===== src/rtl/krd_frame_pkg.sv =====
// Shared frame-format definitions for the two-channel splitter.
// Holds the header/footer marker values, the synthetic lost-footer word,
// header field bit positions, the splitter FSM state type and small
// word-classification helpers.
package krd_frame_pkg;

  localparam int unsigned WORD_W  = 64;
  localparam int unsigned CH_ID_W = 4;

  // Marker values
  localparam logic [7:0]        HDR_ID      = 8'hFF;
  localparam logic [7:0]        FTR_ID      = 8'h0F;
  localparam logic [3:0]        FTR_NIB     = 4'hF;
  localparam logic [WORD_W-1:0] LOST_FOOTER = 64'h0000_0000_0000_0000;

  // Field bit positions
  localparam int unsigned HDR_ID_MSB   = 63;
  localparam int unsigned HDR_ID_LSB   = 56;
  localparam int unsigned FTR_NIB_MSB  = 63;
  localparam int unsigned FTR_NIB_LSB  = 60;
  localparam int unsigned FTR_ID_MSB   = 7;
  localparam int unsigned FTR_ID_LSB   = 0;
  localparam int unsigned CH_ID_MSB    = 55;
  localparam int unsigned CH_ID_LSB    = 52;
  localparam int unsigned TS_HI_MSB    = 51;
  localparam int unsigned TS_HI_LSB    = 36;
  localparam int unsigned TS_LO_MSB    = 35;
  localparam int unsigned TS_LO_LSB    = 20;
  localparam int unsigned BASELINE_MSB = 19;
  localparam int unsigned BASELINE_LSB = 10;
  localparam int unsigned THRESH_MSB   = 9;
  localparam int unsigned THRESH_LSB   = 0;

  typedef enum logic [1:0] {
    IDLE       = 2'd0,
    ROUTE      = 2'd1,
    INS_FOOTER = 2'd2,
    DROP       = 2'd3
  } state_t;

  function automatic logic is_header(input logic [WORD_W-1:0] w);
    return w[HDR_ID_MSB:HDR_ID_LSB] == HDR_ID;
  endfunction

  function automatic logic is_footer(input logic [WORD_W-1:0] w);
    return (w[FTR_NIB_MSB:FTR_NIB_LSB] == FTR_NIB) && (w[FTR_ID_MSB:FTR_ID_LSB] == FTR_ID);
  endfunction

  function automatic logic [CH_ID_W-1:0] chan_id(input logic [WORD_W-1:0] w);
    return w[CH_ID_MSB:CH_ID_LSB];
  endfunction

endpackage


===== src/rtl/splitter_out_reg.sv =====
// Single-entry valid/ready output register for one splitter channel.
// Ports:
//   clk, reset  - clock, synchronous active-high reset
//   load        - capture word this cycle (only asserted when open_c=1)
//   word        - word to capture
//   take        - downstream ready
//   q, valid    - registered output word and its valid flag
//   open_c      - combinational: a new word may be loaded this cycle
module splitter_out_reg #(
  parameter int unsigned W = 64
) (
  input  logic         clk,
  input  logic         reset,
  input  logic         load,
  input  logic [W-1:0] word,
  input  logic         take,
  output logic [W-1:0] q,
  output logic         valid,
  output logic         open_c
);

  // Empty, or the held word leaves this cycle
  assign open_c = !valid || take;

  always_ff @(posedge clk) begin
    if (reset) begin
      valid <= 1'b0;
      q     <= '0;
    end else if (load) begin
      valid <= 1'b1;
      q     <= word;
    end else if (take) begin
      valid <= 1'b0;
    end
  end

endmodule


===== src/rtl/two_ch_splitter.sv =====
// Two-channel frame splitter: routes header/data/footer frames from one
// stream to CH0 or CH1 by the header channel ID, discards orphan and
// bad-channel words, closes frames whose footer went missing with a
// synthetic footer, and keeps saturating statistics counters.
// Ports:
//   CLK, RESET                          - clock, synchronous active-high reset
//   DIN, iVALID, oREADY                 - input stream (oREADY is combinational)
//   CHx_DOUT, CHx_oVALID, CHx_iREADY    - per-channel registered outputs
//   FRAME_CNT, HEADER_LOST_CNT,
//   FOOTER_LOST_CNT, BAD_CH_CNT         - saturating counters
// Build option: SPLITTER_ERR_CNT_EN enables the three error counters;
// without it they read as zero.
module two_ch_splitter
  import krd_frame_pkg::*;
#(
  parameter int unsigned DATA_WIDTH = 64,
  parameter int unsigned CNT_WIDTH  = 16
) (
  input  logic                  CLK,
  input  logic                  RESET,
  input  logic [DATA_WIDTH-1:0] DIN,
  input  logic                  iVALID,
  output logic                  oREADY,
  output logic [DATA_WIDTH-1:0] CH0_DOUT,
  output logic                  CH0_oVALID,
  input  logic                  CH0_iREADY,
  output logic [DATA_WIDTH-1:0] CH1_DOUT,
  output logic                  CH1_oVALID,
  input  logic                  CH1_iREADY,
  output logic [CNT_WIDTH-1:0]  FRAME_CNT,
  output logic [CNT_WIDTH-1:0]  HEADER_LOST_CNT,
  output logic [CNT_WIDTH-1:0]  FOOTER_LOST_CNT,
  output logic [CNT_WIDTH-1:0]  BAD_CH_CNT
);

  state_t               state_q, state_d;
  logic                 ch_q, ch_d;
  logic                 is_hdr, is_ftr, id_ok;
  logic [CH_ID_W-1:0]   din_ch;
  logic [1:0]           can_load;
  logic [1:0]           load;
  logic                 ready_c, fwd_c, tgt_c, ins_c, frame_inc_c, take_c;
  logic [DATA_WIDTH-1:0] word_c;

  // Input word classification; header wins over the footer pattern
  assign is_hdr = is_header(DIN);
  assign is_ftr = is_footer(DIN);
  assign din_ch = chan_id(DIN);
  assign id_ok  = (din_ch == CH_ID_W'(0)) || (din_ch == CH_ID_W'(1));

  // State register
  always_ff @(posedge CLK) begin
    if (RESET) begin
      state_q <= IDLE;
      ch_q    <= 1'b0;
    end else begin
      state_q <= state_d;
      ch_q    <= ch_d;
    end
  end

  // Next state, ready and routing decisions
  always_comb begin
    state_d     = state_q;
    ch_d        = ch_q;
    ready_c     = 1'b0;
    fwd_c       = 1'b0;
    tgt_c       = ch_q;
    ins_c       = 1'b0;
    frame_inc_c = 1'b0;
    case (state_q)
      IDLE, DROP: begin
        if (is_hdr && id_ok) begin
          // Ready looks only at the channel this header targets
          tgt_c   = din_ch[0];
          fwd_c   = 1'b1;
          ready_c = can_load[din_ch[0]];
          if (iVALID && ready_c) begin
            state_d = ROUTE;
            ch_d    = din_ch[0];
          end
        end else begin
          ready_c = 1'b1;
          if (iVALID && is_hdr) begin
            state_d = DROP;
          end else if (iVALID && is_ftr) begin
            state_d = IDLE;
          end
        end
      end
      ROUTE: begin
        if (is_hdr) begin
          // Header inside an open frame: hold it off and close the frame first
          if (iVALID) begin
            state_d = INS_FOOTER;
          end
        end else begin
          fwd_c   = 1'b1;
          ready_c = can_load[ch_q];
          if (iVALID && ready_c && is_ftr) begin
            frame_inc_c = 1'b1;
            state_d     = IDLE;
          end
        end
      end
      INS_FOOTER: begin
        ins_c = can_load[ch_q];
        if (ins_c) begin
          state_d = IDLE;
        end
      end
      default: begin
        state_d = IDLE;
      end
    endcase
  end

  assign oREADY = ready_c && !RESET;
  assign take_c = iVALID && oREADY;
  assign word_c = ins_c ? DATA_WIDTH'(LOST_FOOTER) : DIN;
  assign load[0] = (take_c && fwd_c && !tgt_c) || (ins_c && !ch_q);
  assign load[1] = (take_c && fwd_c &&  tgt_c) || (ins_c &&  ch_q);

  splitter_out_reg #(.W(DATA_WIDTH)) u_ch0_reg (
    .clk    (CLK),
    .reset  (RESET),
    .load   (load[0]),
    .word   (word_c),
    .take   (CH0_iREADY),
    .q      (CH0_DOUT),
    .valid  (CH0_oVALID),
    .open_c (can_load[0])
  );

  splitter_out_reg #(.W(DATA_WIDTH)) u_ch1_reg (
    .clk    (CLK),
    .reset  (RESET),
    .load   (load[1]),
    .word   (word_c),
    .take   (CH1_iREADY),
    .q      (CH1_DOUT),
    .valid  (CH1_oVALID),
    .open_c (can_load[1])
  );

  // Completed-frame counter, saturating
  always_ff @(posedge CLK) begin
    if (RESET) begin
      FRAME_CNT <= '0;
    end else if (frame_inc_c && (FRAME_CNT != '1)) begin
      FRAME_CNT <= FRAME_CNT + CNT_WIDTH'(1);
    end
  end

`ifdef SPLITTER_ERR_CNT_EN
  logic orphan_q;
  logic orphan_c, ftr_lost_c, bad_ch_c;

  // Error events; IDLE/DROP always accept non-forwarded words
  assign orphan_c   = (state_q == IDLE) && iVALID && !is_hdr;
  assign ftr_lost_c = (state_q == ROUTE) && iVALID && is_hdr;
  assign bad_ch_c   = ((state_q == IDLE) || (state_q == DROP)) && iVALID && is_hdr && !id_ok;

  // Error counters; orphan_q marks an ongoing orphan run so it counts once
  always_ff @(posedge CLK) begin
    if (RESET) begin
      orphan_q        <= 1'b0;
      HEADER_LOST_CNT <= '0;
      FOOTER_LOST_CNT <= '0;
      BAD_CH_CNT      <= '0;
    end else begin
      orphan_q <= (state_q == IDLE) && (orphan_c || (orphan_q && !(iVALID && is_hdr)));
      if (orphan_c && !orphan_q && (HEADER_LOST_CNT != '1)) begin
        HEADER_LOST_CNT <= HEADER_LOST_CNT + CNT_WIDTH'(1);
      end
      if (ftr_lost_c && (FOOTER_LOST_CNT != '1)) begin
        FOOTER_LOST_CNT <= FOOTER_LOST_CNT + CNT_WIDTH'(1);
      end
      if (bad_ch_c && (BAD_CH_CNT != '1)) begin
        BAD_CH_CNT <= BAD_CH_CNT + CNT_WIDTH'(1);
      end
    end
  end
`else
  assign HEADER_LOST_CNT = '0;
  assign FOOTER_LOST_CNT = '0;
  assign BAD_CH_CNT      = '0;
`endif

endmodule

===== config.mk =====
export PLATFORM = sky130hd
export DESIGN_NAME = two_ch_splitter
export DESIGN_NICKNAME = d
export VERILOG_FILES = /design/src/rtl/krd_frame_pkg.sv /design/src/rtl/splitter_out_reg.sv /design/src/rtl/two_ch_splitter.sv
export SDC_FILE = /design/constraint.sdc
export NUM_CORES = 1
export LEC_CHECK = 0
export ABC_AREA = 1
export BUFFER_PORTS_ARGS = -buffer_cell sky130_fd_sc_hd__buf_2
export CORE_ASPECT_RATIO = 0.6
export CORE_UTILIZATION = 30
export CTS_BUF_LIST = sky130_fd_sc_hd__clkbuf_4 sky130_fd_sc_hd__clkbuf_8 sky130_fd_sc_hd__clkbuf_16
export CTS_CLUSTER_SIZE = 12
export DETAILED_ROUTE_END_ITERATION = 12
export GPL_TIMING_DRIVEN = 1
export PLACE_DENSITY = 0.62
export SLEW_MARGIN = 20
export SYNTH_ARGS = -nofsm -noshare
export SYNTH_HDL_FRONTEND = slang
export SYNTH_SLANG_ARGS = --single-unit

===== constraint.sdc =====
create_clock -name CLK -period 5.6 [get_ports CLK]
set_input_delay 0.84 -clock CLK [delete_from_list [all_inputs] [get_ports CLK]]
set_output_delay 0.84 -clock CLK [all_outputs]
set_load 0.1 [all_outputs]

# Word-level counts from Yosys, hierarchy flattened
# Cells that the tools add are included.
[totals] register_bits=149 latch_bits=0 ram_bits=0 rom_bits=0 input_bits=69 word_cells=85 n_memories=0
[classes] n_addsub=1 multipliers=0 div_mod_pow=0 magnitude_cmp=2 eq_ne=13 shifts=0 n_mux=30 n_bitwise=0 n_reduce_logical=32
[op_table] operator="64-bit 2-to-1 mux" n=1
[op_table] operator="1-bit 2-to-1 mux" n=18
[op_table] operator="16-bit by 1-bit adder with 16-bit output (second input constant)" n=1
[op_table] operator="2-bit 2-to-1 mux" n=8
[op_table] operator="16-bit != test (second input constant)" n=1
[op_table] operator="1-bit logical AND" n=15
[op_table] operator="3-bit != test (second input constant)" n=3
[op_table] operator="8-bit by 4-bit equality test with 1-bit output (second input constant)" n=1
[op_table] operator="8-bit equality test (second input constant)" n=1
[op_table] operator="2-bit case mux with 3 select lines" n=1
[op_table] operator="1-bit zero test" n=5
[op_table] operator="1-bit logical OR" n=5
[op_table] operator="5-bit AND reduction" n=1
[op_table] operator="2-bit equality test (second input constant)" n=2
[op_table] operator="4-bit by 1-bit equality test with 1-bit output (second input constant)" n=1
[op_table] operator="4-bit equality test (second input constant)" n=1
[op_table] operator="4-bit zero test" n=1
[op_table] operator="1-bit by 2-bit < comparator with 1-bit output (second input constant)" n=2
[op_table] operator="4-bit != test (second input constant)" n=1
[op_table] operator="1-bit case mux with 2 select lines" n=2
[op_table] operator="2-bit nonzero test" n=2
[op_table] operator="3-bit AND reduction" n=1
[op_table] operator="2-bit by 1-bit equality test with 1-bit output (second input constant)" n=1
[op_table] operator="2-bit zero test" n=1
[op_table] operator="2 further kinds" n=2

# Depth between registers and ports, before layout
# Gate-level depths: netlist (run 1).
[logic_depth] word_depth=12 ltp_mapped=12 ltp_nobuf=12

# Modules after synthesis
# Synthesis (run 1) repeated with hierarchy kept, for this count alone.
[unflattened] cells_unflattened=1005 hier_area_um2=6970.4
[modules_own_cells] mod="splitter_out_reg" instances=2 cells_each=282 area_per_inst_um2=2296.0 seq_area_each_um2=1301.2
[modules_own_cells] mod="two_ch_splitter" instances=1 cells_each=441 area_per_inst_um2=2378.5 seq_area_each_um2=380.4

# Least setup slack after synthesis (run 1)
# Ideal clock, no wire load.
[synth_path] path_kind="input to output" start="input CH1_iREADY" end="output oREADY" arrival_ns=1.956 required_time_ns=4.760 slack_ns=2.804 cell_stages=8 cell_sequence="inv_1 -> nand2_1 -> nand2_1 -> nand2_1 -> nand3_2 -> nand3_1 -> nand2_1 -> inv_1"
[synth_via] elab_chain_cells=6 elab_cells_between_ends=9 cone_classes="mux: 7; reduce/logical: 2"
[synth_rtl] element="from (decl)" line="two_ch_splitter.sv:29" source="input logic CH1_iREADY,"
[synth_rtl] element="1-bit logical OR *" line="splitter_out_reg.sv:23" source="assign open_c = !valid || take;"
[synth_rtl] element="1-bit 2-to-1 mux, on equally long branches (2 in series)" line="two_ch_splitter.sv:99, two_ch_splitter.sv:77"
[synth_rtl] element="1-bit 2-to-1 mux, on equally long branches" line="two_ch_splitter.sv:92, two_ch_splitter.sv:73"
[synth_rtl] element="1-bit case mux with 2 select lines *" line="two_ch_splitter.sv:71" source="case (state_q)"
[synth_rtl] element="1-bit logical AND *" line="two_ch_splitter.sv:118" source="assign oREADY = ready_c && !RESET;"
[synth_rtl] element="to (decl)" line="two_ch_splitter.sv:23" source="output logic oREADY,"
# Every way passes the cells marked *; elsewhere a longest branch is shown, timed or not. The select of a mux whose other input is x is not followed.

# Final worst setup path (run 1)
[layout_path] start="input DIN[54]" end="output oREADY"
[layout_via] elab_chain_cells=6 elab_cells_between_ends=7 cone_classes="eq/ne: 1; mux: 2; reduce/logical: 4"
[layout_rtl] element="from (decl)" line="two_ch_splitter.sv:21" source="input logic [DATA_WIDTH-1:0] DIN,"
[layout_rtl] element="4-bit by 1-bit equality test with 1-bit output / 4-bit zero test (equally long branches)" line="two_ch_splitter.sv:49" source="assign id_ok = (din_ch == CH_ID_W'(0)) || (din_ch == CH_ID_W'(1));"
[layout_rtl] element="1-bit logical OR *" line="two_ch_splitter.sv:49"
[layout_rtl] element="1-bit logical AND *" line="two_ch_splitter.sv:73" source="if (is_hdr && id_ok) begin"
[layout_rtl] element="1-bit 2-to-1 mux *" line="two_ch_splitter.sv:73"
[layout_rtl] element="1-bit case mux with 2 select lines *" line="two_ch_splitter.sv:71"
[layout_rtl] element="1-bit logical AND *" line="two_ch_splitter.sv:118"
# Every way passes the cells marked *; elsewhere a longest branch is shown, timed or not.

==> summary.md, run 1 <==
| Metric | Value |
|---|---|
| Status | `finished, final reports clean` |
| CTS resizes | `0` |
| Synth Register Bits | `149` |
| Clock buffer depth | `2` |
| P per Cell Area | `467 nW/um^2` |
| Placeable core region | `25800 um^2` |
| Critical Path RT | `4.76 ns` |
| Layout filler cell count | `2873` |
| Synth-to-layout area growth | `19.4%` |
| Final number of hold-violating endpoints | `0` |
| Setup ws final | `2.60 ns` |
| Highest Signal Layer | `met4` |
| Most instantiated cells after synthesis | `258 x nand2_1, 230 x inv_1, 161 x nor2_1, 153 x nand3_1, 149 x dfxtp_1` |
| GP Congestion | `0.881` |
| Leakage | `0.00555 uW` |
| Post-synth cell types | `29` |
| Max_slew headroom | `37.1%` |
| Later-pin clock latency in the skew report | `0.43 ns` |
| RSZ-0062 raised after global routing | `no` |
| Crit Path Max Fanout | `3` |
| Diode count | `0` |
| Footprint of the multi-input gates | `3590 um^2` |
| # rows | `45` |
| Share of flip-flops with an asynchronous set or reset | `0%` |
| Num ports | `264` |
| Crit-path cells | `buf_2, nor2_1, nand2_1, inv_1, nand3_1, nand2_1, nand3_1, nand2_1, inv_1, buf_2` |
| RR Startpoint | `ch_q$_SDFFE_PP0P_` |
| Actual slew at the worst max-slew pin | `0.943 ns` |
| # DRC | `0` |
| Area share of the largest cell type after synthesis | `37.1%` |
| Synthesized cell area | `8040 um^2` |
| Max Clk Rate | `334 MHz` |
| Setup TNS | `0 ns` |
| Num CTS Buffers | `17` |
| Worst Skew | `0.00903 ns` |
| Crit-path slowest cell | `buf_2` |
| Total area of sequential cells | `2980 um^2` |
| Reg2Reg Depth | `9` |
| Avg Cell Area, Syn | `6.33 um^2` |
| Crit path from | `DIN[54]` |
| Ys flop type | `dfxtp_1` |
| CTS clk-pin slew, worst paths | `0.06 ns` |
| FF-to-FF setup slack | `2.92 ns` |
| Die area | `27500 um^2` |
| Initial DRT Pass Iterations | `5` |
| First-pass GRT wire length | `36600 um` |
| Final HPWL DP | `15900 um` |
| Reg-to-Reg End | `u_ch0_reg.q[43]$_SDFFE_PP0P_` |
| Yosys warns | `0` |
| # clock sinks | `149` |
| Hold_buf cts | `0` |
| H-tree depth | `4` |
| Vert. Die Dim | `129 um` |
| Metal3 WL | `1830 um` |
| Pre-CTS WS | `2.39 ns` |
| Vias | `7960` |
| Initial DRC count | `468` |
| Root Buffer | `clkbuf_16` |
| WL met2 | `10000 um` |
| Largest net degree at the start of global routing | `129` |
| # setup viols final | `0` |
| Crit start category | `input pin` |
| Detail Route Antenna Nets | `0` |
| Die Wd | `213 um` |
| Endpoint type of the worst setup path | `output pin` |
| Met1 Wirelength | `11500 um` |
| Post-synth EDFFs | `0` |
| Vias/cell | `4.43` |
| CTS tree | `built` |
| Worst Path Arrival | `2.16 ns` |
| Area contributors post-synth | `dfxtp_1 37%, nand2_1 12%, inv_1 11%, nand3_1 9.5%, a21oi_1 8.7%` |
| Maxcap violations | `0` |
| Post-Route WL | `23600 um` |
| Max Slew Vio Count | `0` |
| CP peak stage delay | `0.43 ns` |
| GR Overflow Total | `0` |
| CP Class | `input pin to output pin` |
| Layout cells sized above 1 | `18.2%` |
| Layout Nets | `1504` |
| Starting Density | `31.2%` |
| Hold Path Class | `flop to flop` |
| Post-DR wirelength/cell | `13.1 um` |
| Critical Path Sink | `oREADY` |
| Post-CTS Setup Inserts | `0` |
| Peak supply drop | `0.268 mV` |
| Post-Synthesis Cells | `1271` |
| Sequential area share after synthesis | `37.1%` |
| Initial antenna violation count | `0` |
| Vias in the first global route | `6880` |
| Largest area contributor in the netlist | `dfxtp_1` |
| Crit path time final | `3.00 ns` |
| GRT Overall Usage | `17.1%` |
| Most frequent cell on the critical path | `nand2_1` |
| PortBufs | `215` |
| Final period util | `53.5%` |
| Most frequent cell after synthesis | `nand2_1` |
## worst max-delay path: cells and delay by family
kind	cells	cell delay, ns
AND/OR/NAND/NOR	6	0.62
buffers and inverters	4	0.69
## report_power, final
part / internal, uW / switching (uW)
logic: 353 / 1720
clock network: 681 / 452
registers: 1210 / 75.6
total: 2240 / 2240
## layer usage
layer  GRT usage (%)  vias to the layer above
met3            6.10                       18
met5               0                        -
met2            25.0                      248
li1                -                     4111
met1            23.6                     3583
met4            4.20                        0
## stage by stage
stage | area, um^2 | util [%] | hold slack, ns | power [uW] | std cells
after global routing | 9600 | 37.2 | 0.531 | 4720 | 1795
final | 9600 | 37.2 | 0.478 | 4480 | 1795
after global placement | 9030 | 35.0 | 0.468 | 3360 | 1765
after floorplan | 8220 | - | 0.465 | 3080 | 1318
after detailed placement | 9030 | 35.0 | 0.474 | 3380 | 1765
after CTS | 9600 | 37.2 | 0.483 | 4530 | 1795
## how the worst min path moves through the flow
stage	slack, ns	startpoint	to	cells past startpoint
2_1_floorplan	0.46	state_q[1]$_SDFFE_PP0P_	state_q[1]$_SDFFE_PP0P_	2
3_3_place_gp	0.47	FRAME_CNT[14]$_SDFFE_PP0P_	FRAME_CNT[14]$_SDFFE_PP0P_	2
3_5_place_dp	0.47	FRAME_CNT[14]$_SDFFE_PP0P_	FRAME_CNT[14]$_SDFFE_PP0P_	2
4_1_cts	0.48	FRAME_CNT[14]$_SDFFE_PP0P_	FRAME_CNT[14]$_SDFFE_PP0P_	2
5_1_grt	0.53	FRAME_CNT[13]$_SDFFE_PP0P_	FRAME_CNT[13]$_SDFFE_PP0P_	2
6_report	0.48	FRAME_CNT[14]$_SDFFE_PP0P_	FRAME_CNT[14]$_SDFFE_PP0P_	2
## sequential cells by signal, summed over array words and instances, names as in the netlist
name             count
u_ch0_reg.valid      1
u_ch0_reg.q         64
u_ch1_reg.q         64
state_q              2
u_ch1_reg.valid      1
FRAME_CNT           16
ch_q                 1
## area by class of cell
cell class,instances,area share (%)
multi-input combinational,810,37.4
clock inverter,10,1.11
sequential,149,31.1
clock buffer,20,4.86
tap,352,4.59
timing repair buffer,222,11.9
inverter,232,9.10
## layout by cell type, fill, tap and decap left out, types with 2 or more instances in the layout
master	n
a21oi_1	140
buf_2	215
buf_4	6
bufinv_16	2
clkbuf_16	17
clkbuf_8	3
clkinv_2	6
conb_1	48
dfxtp_1	149
ha_1	3
inv_1	230
nand2_1	256
nand2_4	3
nand3_1	153
nand4_1	8
nor2_1	161
nor2_4	3
nor3_1	13
nor4_1	4
o21ai_0	6
xor2_1	5
## kinds of logic after synthesis
group | share of synthesized area [%]
other cells | 0.0466
simple gates | 31.8
buf+inv | 20.6
flops | 37.1
xor+xnor | 0.653
fa+ha+maj | 0.467
compound gates | 9.27
(Power assumes the default switching activity.)
==> inputs of run 2 (changes only) <==
- PLACE_DENSITY: 0.62 -> 0.64
- clock period: 5.6 -> 2.7 ns (I/O delays scaled with it)
==> run 2 against run 1 <==
Net effect: cell count rose by 0.67%; clock power rose by 130%; non-clock buffer count up 11; die area did not move; combinational power up 110%; sequential power rose by 110%; worst hold slack lost 0.17 ns; worst setup slack worse by 2.5 ns; largest cell class unchanged.
==> summary.md, run 2 (synthesis gave the netlist of run 1 again) <==
| Metric | Value |
|---|---|
| RR Startpoint | `state_q[0]$_SDFFE_PP0P_` |
| RSZ-0062 raised after global routing | `no` |
| Vias/cell | `4.46` |
| Hold_buf cts | `0` |
| Final number of hold-violating endpoints | `0` |
| Leakage | `0.00567 uW` |
| Hold Path Class | `input pin to flop` |
| Max Clk Rate | `391 MHz` |
| Area after DPL | `9240 um^2` |
| First-pass GRT wire length | `37700 um` |
| Later-pin clock latency in the skew report | `0.43 ns` |
| Layout filler cell count | `2823` |
| CTS tree | `built` |
| Post-CTS Setup Inserts | `0` |
| PortBufs | `215` |
| Layout cells sized above 1 | `18.9%` |
| Vias | `8057` |
| Largest net degree at the start of global routing | `93` |
| Commonest non-fill, non-tap cells in the layout | `256 x nand2_1, 230 x inv_1, 215 x buf_2` |
| Vert. Die Dim | `129 um` |
| GP Congestion | `0.923` |
| Worst Path Arrival | `2.16 ns` |
| Synth-to-layout area growth | `22.6%` |
| Initial antenna violation count | `0` |
| Placeable core region | `25800 um^2` |
| # rows | `45` |
| Max Slew Vio Count | `0` |
| GR Overflow Total | `0` |
| Endpoint type of the worst setup path | `output pin` |
| Initial DRT Pass Iterations | `5` |
| # DRC | `0` |
| Crit start category | `flop` |
| Clock buffer depth | `2` |
| Peak supply drop | `0.475 mV` |
| Reg-to-Reg End | `u_ch0_reg.q[3]$_SDFFE_PP0P_` |
| Die area | `27500 um^2` |
| FF-to-FF setup slack | `0.44 ns` |
| # setup viols final | `0` |
| Vias in the first global route | `6991` |
| Post-Place Cells | `1776` |
| Final Cell Area | `9860 um^2` |
| Actual slew at the worst max-slew pin | `0.591 ns` |
| Status | `finished, final reports clean` |
| CP Class | `flop to output pin` |
| Hold depth | `5` |
| H-tree depth | `4` |
| Pre-CTS WS | `0.435 ns` |
| Setup ws final | `0.140 ns` |
| Critical Path RT | `2.30 ns` |
| Layout Nets | `1515` |
| Initial DRC count | `692` |
| Final HPWL DP | `17100 um` |
| WHS Endpoint | `u_ch1_reg.q[22]$_SDFFE_PP0P_` |
| Final period util | `94.8%` |
| Origin of the worst min-delay path | `DIN[22]` |
| Die Wd | `213 um` |
| P per Cell Area | `974 nW/um^2` |
| Detail Route Antenna Nets | `0` |
| Starting Density | `31.2%` |
| Biggest regs | `u_ch0_reg.q x64, u_ch1_reg.q x64, FRAME_CNT x16` |
| Crit path time final | `2.56 ns` |
| Commonest non-fill, non-tap cell in the layout | `nand2_1` |
| Worst Skew | `0.0127 ns` |
| Post-DR wirelength/cell | `13.5 um` |
| Max_slew headroom | `60.2%` |
| Non-Filler Instances | `1807` |
| Reg2Reg Depth | `8` |
| # clock sinks | `149` |
| GRT Overall Usage | `17.6%` |
| CTS clk-pin slew, worst paths | `0.07 ns` |
| Crit Path Max Fanout | `9` |
| Diode count | `0` |
| Maxcap violations | `0` |
| Num ports | `264` |
| Root Buffer | `clkbuf_16` |
| CTS resizes | `0` |
| Post-Route WL | `24400 um` |
| Setup TNS | `0 ns` |
| Total power | `9600 uW` |
| Num CTS Buffers | `17` |
## run 2: final cells by class
cell class	count	area [um^2]	area share (%)
clock inverter	12	178	1.80
inverter	232	873	8.86
timing repair buffer	233	1350	13.7
clock buffer	19	447	4.53
multi-input combinational	810	3590	36.4
sequential	149	2980	30.2
tap	352	440	4.47
## run 2: critical path: stages (launching register included)
cell     delay (ns)
dfxtp_1        0.36
inv_1          0.05
ha_1           0.46
nand3_1        0.14
nand3_1        0.14
nand2_1        0.09
inv_1          0.06
buf_2          0.43
## run 2: report_power, final
part / switching (uW) / internal (uW) / leakage (uW)
combinational: 3590 / 779 / 0.00416
clock: 1000 / 1580 / 0.000307
sequential: 155 / 2500 / 0.00121
## run 2: routing by layer
layer	vias up	share of wire, %	track usage [%]
met5	-	0	0
met4	0	1.0	4.24
met3	17	7.8	5.03
met2	274	42	25.8
met1	3632	49	25.1
li1	4134	-	-
## run 2: worst max path at each step
stage | from | end | slack, ns | cells past startpoint
6_report | state_q[0]$_SDFFE_PP0P_ | oREADY | 0.14 | 7
5_1_grt | state_q[0]$_SDFFE_PP0P_ | oREADY | 0.05 | 7
4_1_cts | state_q[0]$_SDFFE_PP0P_ | oREADY | 0.13 | 7
3_5_place_dp | DIN[62] | u_ch1_reg.q[20]$_SDFFE_PP0P_ | 0.43 | 12
3_3_place_gp | DIN[61] | u_ch1_reg.q[14]$_SDFFE_PP0P_ | 0.47 | 12
2_1_floorplan | FRAME_CNT[4]$_SDFFE_PP0P_ | FRAME_CNT[14]$_SDFFE_PP0P_ | 0.28 | 9
## run 2: through the flow
step | utilization [%] | hold slack [ns]
global route | 38.2 | 0.319
finish | 38.2 | 0.308
global placement | 35.8 | 0.486
detailed placement | 35.8 | 0.490
CTS | 38.2 | 0.293
floorplan | - | 0.465
